### src/rtl/regfile_wb_arbiter.sv
// Register-file write-back arbiter.
// Two requesters (A: ALU results, B: load data) share the single register-file
// write port through valid/ready handshakes with round-robin priority. A busy
// scoreboard tracks registers with an outstanding producer and drives a
// decode-stage read-hazard stall.
//
// Ports:
//   clk, rst_n            clock (rising edge) / asynchronous active-low reset
//   a_valid/a_ready       requester A handshake; a_reg/a_data destination/data
//   b_valid/b_ready       requester B handshake; b_reg/b_data destination/data
//   issue_valid/issue_reg instruction issued with destination issue_reg
//   rs, rt, stall         decode sources and combinational hazard stall
//   rf_we/rf_waddr/rf_wdata  registered register-file write port
//   busy                  scoreboard, one bit per register (bit 0 always 0)
module regfile_wb_arbiter #(
  parameter int unsigned DATA_W = 32,
  parameter int unsigned ADDR_W = 5
) (
  input  logic                   clk,
  input  logic                   rst_n,
  input  logic                   a_valid,
  output logic                   a_ready,
  input  logic [ADDR_W-1:0]      a_reg,
  input  logic [DATA_W-1:0]      a_data,
  input  logic                   b_valid,
  output logic                   b_ready,
  input  logic [ADDR_W-1:0]      b_reg,
  input  logic [DATA_W-1:0]      b_data,
  input  logic                   issue_valid,
  input  logic [ADDR_W-1:0]      issue_reg,
  input  logic [ADDR_W-1:0]      rs,
  input  logic [ADDR_W-1:0]      rt,
  output logic                   stall,
  output logic                   rf_we,
  output logic [ADDR_W-1:0]      rf_waddr,
  output logic [DATA_W-1:0]      rf_wdata,
  output logic [(2**ADDR_W)-1:0] busy
);

  localparam int unsigned NREG = 2 ** ADDR_W;

  // Priority pointer: 0 favours A, 1 favours B.
  logic              r_prio_b;
  logic              r_rf_we;
  logic [ADDR_W-1:0] r_rf_waddr;
  logic [DATA_W-1:0] r_rf_wdata;
  logic [NREG-1:0]   r_busy;

  logic              w_grant_a;
  logic              w_grant_b;
  logic              w_hs_a;
  logic              w_hs_b;
  logic              w_hs;
  logic [ADDR_W-1:0] w_dest;
  logic [DATA_W-1:0] w_data;
  logic [NREG-1:0]   w_busy_nxt;

  // Round-robin grant; ready is independent of the scoreboard.
  assign w_grant_a = a_valid && (!b_valid || !r_prio_b);
  assign w_grant_b = b_valid && (!a_valid ||  r_prio_b);

  // Readies are held low while reset is asserted.
  assign a_ready = rst_n && w_grant_a;
  assign b_ready = rst_n && w_grant_b;

  assign w_hs_a = a_valid && a_ready;
  assign w_hs_b = b_valid && b_ready;
  assign w_hs   = w_hs_a || w_hs_b;
  assign w_dest = w_hs_b ? b_reg  : a_reg;
  assign w_data = w_hs_b ? b_data : a_data;

  // Scoreboard next state: an issue to the same register beats a completing write.
  always_comb begin
    w_busy_nxt = r_busy;
    for (int unsigned i = 1; i < NREG; i++) begin
      if (issue_valid && (issue_reg == ADDR_W'(i))) begin
        w_busy_nxt[i] = 1'b1;
      end else if (w_hs && (w_dest == ADDR_W'(i))) begin
        w_busy_nxt[i] = 1'b0;
      end
    end
    w_busy_nxt[0] = 1'b0;
  end

  // Pointer, write-port and scoreboard registers.
  always_ff @(posedge clk or negedge rst_n) begin
    if (!rst_n) begin
      r_prio_b   <= 1'b0;
      r_rf_we    <= 1'b0;
      r_rf_waddr <= '0;
      r_rf_wdata <= '0;
      r_busy     <= '0;
    end else begin
      r_busy  <= w_busy_nxt;
      r_rf_we <= 1'b0;
      if (w_hs) begin
        r_prio_b   <= w_hs_a;
        // Register 0 is hard-wired: the handshake completes but nothing is written.
        r_rf_we    <= (w_dest != '0);
        r_rf_waddr <= w_dest;
        r_rf_wdata <= w_data;
      end
    end
  end

  assign rf_we    = r_rf_we;
  assign rf_waddr = r_rf_waddr;
  assign rf_wdata = r_rf_wdata;
  assign busy     = r_busy;

  assign stall = ((rs != '0) && r_busy[rs]) || ((rt != '0) && r_busy[rt]);

endmodule

### config.mk
export PLATFORM = sky130hd
export DESIGN_NAME = regfile_wb_arbiter
export DESIGN_NICKNAME = d
export VERILOG_FILES = /design/src/rtl/regfile_wb_arbiter.sv
export SDC_FILE = /design/constraint.sdc
export NUM_CORES = 1
export LEC_CHECK = 0
export ABC_AREA = 1
export CORE_MARGIN = 2
export CORE_UTILIZATION = 47
export DETAILED_ROUTE_END_ITERATION = 16
export GPL_TIMING_DRIVEN = 0
export PLACE_DENSITY = 0.87
export SLEW_MARGIN = 20
export SYNTH_ARGS = -nofsm -noshare
export SYNTH_HDL_FRONTEND = slang
export SYNTH_SLANG_ARGS = --single-unit
export TNS_END_PERCENT = 1
### constraint.sdc
create_clock -name clk -period 2.6 [get_ports clk]
set_clock_uncertainty 0.1 [all_clocks]
set_input_delay 0.52 -clock clk [delete_from_list [all_inputs] [get_ports clk]]
set_output_delay 0.52 -clock clk [all_outputs]
set_load 0.01 [all_outputs]
==> metrics.md <==
| Metric | Value |
|---|---|
| Placer Congestion | between 0.9 and 1 |
| DR vias/cell | ~5.2 |
| Lkg Pwr | just under 3 nW |
| Pin count of the biggest net entering global routing | 36 |
| Final min period | approximately 2.4 ns |
| Setup violations, final | 0 |
| Mapped Nets | 696 |
| CTS tree | built |
| # DRC | 0 |
| Vias in the first global route | around 4600 |
| Syn Inst Count | between 600 and 700 |
| Outcome | finished clean |
| Clk sinks | 70 |
| ANT cells | 0 |
| Overflow after GRT | 0 |
| WP data required | 1.98 ns |
| PortBufs | 161 |
| Max Cap Violations | 0 |
| DIE AREA | just over 9000 sq um |
| Period utilization | between 90% and 100% |
| WHS | 0.00954 ns |
| # nets final | about 870 |
| H-tree Lvls | 3 |
| First-pass GRT wire length | about 22000 um |
| Die W | between 90 and 100 um |
| Register area share after synthesis | a little over two fifths |
| FP Rows | 33 |
| Most frequent CP cell | nand2_1 |
| RSZ-0062 raised after global routing | false |
| Gr usage total | between 30% and 40% |
| CTS max path bufs | 2 |
| Clk root buf | clkbuf_8 |
| Ys Warns | 0 |
| Top Ports | between 150 and 200 |
| Post-Route WL | ~14000 um |
| DRT Pass-1 Iters | 5 |
| Starting Density | between 40% and 50% |
| Initial DRC count | between 200 and 250 |
| Layout cells sized above 1 | 7.67% |
| Startpoint types | input port |
| Placed Cells | ~870 |
| Fin area | 6080 sq um |
| Leading cell type in the layout, fill and taps excluded | nand2_1 |
| Worst-Margin Slew | 0.839 ns |
| Post-place instance area | 5770 sq um |
| Antenna viol nets, final | 0 |
| Main synth FF type | dfrtp_1 |
| Slew headroom | between 40% and 50% |
| Crit-path max FO | 10 |
| Area delta synth->final | 51.7% |
| Critical Setup Path Class | input port to output pin |
| Buf/Inv on CP | 4 |
| Num CTS Buffers | 9 |
| Largest stage delay on the critical path | between 0.2 and 0.3 ns |
| Maximum vdd drop | approximately 0.0004 V |
| Vias | ~4700 |
| Die Y | just under 100 um |
| Hold crit path type | input port to async pin |
| Mapped cell area | roughly 4000 sq um |
| Hold Vio Cnt, Final | 0 |
| Worst path top cell family by delay | buffers and inverters |
| Layout filler cell count | around 660 |
| Syn_area_per_cell | 6.66 sq um |
| Placeable Area | 8260 sq um |
| Fin util | between 70% and 80% |
| Worst-Skew Late Latency | between 0.3 and 0.4 ns |
| Avg WL per Cell | about 16 um |
| Clock-pin slew on the worst setup and hold paths | 0.08 ns |
| Yosys cell types | 22 |
| Synthesis-stage register bit count | 70 |
| CP Cell Sequence | buf_4 -> buf_2 -> o21ai_0 -> nand2_1 -> nand3_1 -> nand3_1 -> nand2_1 -> nand2_1 -> nand2_1 -> inv_1 -> nand2_1 -> dlygate4sd2_1 |
| Register area | around 1800 sq um |
| Fmax | between 0.4 and 0.5 GHz |
| Initial antenna violation count | 0 |
| EDFF count, synth | 0 |
| Crit-path slowest cell | dlygate4sd2_1 |
| Final slew viol count | 0 |
| Multi-input gate area | around 1900 sq um |
| Fin Setup TNS | 0 ns |
| HPWL after detailed placement | around 11000 um |
| Finished Layout Cells | about 900 |
| Crit end category | output pin |
| Highest-count cells in the layout ignoring fill and taps | nand2_1, clkdlybuf4s50_1, dfrtp_1 |
| Power Dens Cells | 636 nW/um^2 |
| Asr flop ratio synth | between 90% and 100% |
| Critical Path AT | approximately 1.8 ns |
[synth_stat cells, types with 5 or more instances]
cell	number	area share, %
nand3_1	34	4.2
a21oi_1	33	4.1
inv_1	50	4.7
buf_2	10	1.2
o21ai_1	27	3.4
clkbuf_1	15	1.4
nor2_2	5	0.78
o21ai_0	44	5.5
inv_2	7	0.66
nor2_1	56	5.2
dfrtp_1	70	44
nand2_1	238	22
[registers in the layout, summed over array words and instances (netlist names)]
| register | flops |
|---|---|
| busy | 31 |
| rf_waddr | 5 |
| rf_we | 1 |
| rf_wdata | 32 |
| r_prio_b | 1 |
[layer usage]
metal  track usage (%)  vias up  part of all wire, %
met5                 0        -                    0
met1              35.7     2156                   37
met2              55.5      215                   52
li1                  -     2239                    -
met3              6.21       40                  7.7
met4              14.0        0                  3.1
[layout make-up]
cell class              count  share of cell area (%)
clock buffers               9                    2.04
multi-input cells         448                    31.9
plain buffers              26                    2.43
well taps                 105                    2.16
clock inverters             7                    1.07
inverters                  57                    3.60
flip-flops and latches     70                    28.8
repair buffers            165                    28.0
[path summary, 6_finish.rpt]
check	start	end	slack, ns	cells past startpoint
min reg2reg	rf_wdata[2]$_DFFE_PN0P_	rf_wdata[2]$_DFFE_PN0P_	0.39	2
max reg2reg	r_prio_b$_DFFE_PN0P_	busy[28]$_DFFE_PN0P_	0.60	11
min	rst_n	rf_wdata[10]$_DFFE_PN0P_	0.01	2
min in group clk	rf_wdata[2]$_DFFE_PN0P_	rf_wdata[2]$_DFFE_PN0P_	0.39	2
max in group asynchronous	rst_n	rf_wdata[0]$_DFFE_PN0P_	1.05	3
max	rs[0]	stall	0.16	12
[power by group]
| part | internal (mW) | switching [mW] | total (mW) | leakage, nW |
|---|---|---|---|---|
| Clock | 0.436 | 0.435 | 0.871 | 0.0948 |
| Sequential | 1.32 | 0.214 | 1.54 | 0.847 |
| Combinational | 0.756 | 0.706 | 1.46 | 1.94 |
| Total | 2.52 | 1.36 | 3.87 | 2.89 |
[cells by family after synthesis]
group	synth area share, %
simple gates	33.4
compound gates	14.4
buf+inv	8.45
other cells	0.0935
flops	43.7
[stage by stage]
step / setup slack [ns] / total power [mW]
2_1_floorplan: 0.506 / 2.13
3_3_place_gp: -3.03 / 2.94
3_5_place_dp: -0.693 / 2.99
4_1_cts: 0.182 / 3.87
5_1_grt: 0.0149 / 4.10
6_report: 0.163 / 3.87
[repair_timing]
item,4_1_cts,5_1_grt
setup endpoints to repair,3,1
hold buffers,2,0
pin swaps,2,0
buffers inserted,0,0
gates cloned,1,0
resized for setup,29,1
endpoints found under the hold margin,35,0
No activity file was read; power rests on OpenSTA's default activity.
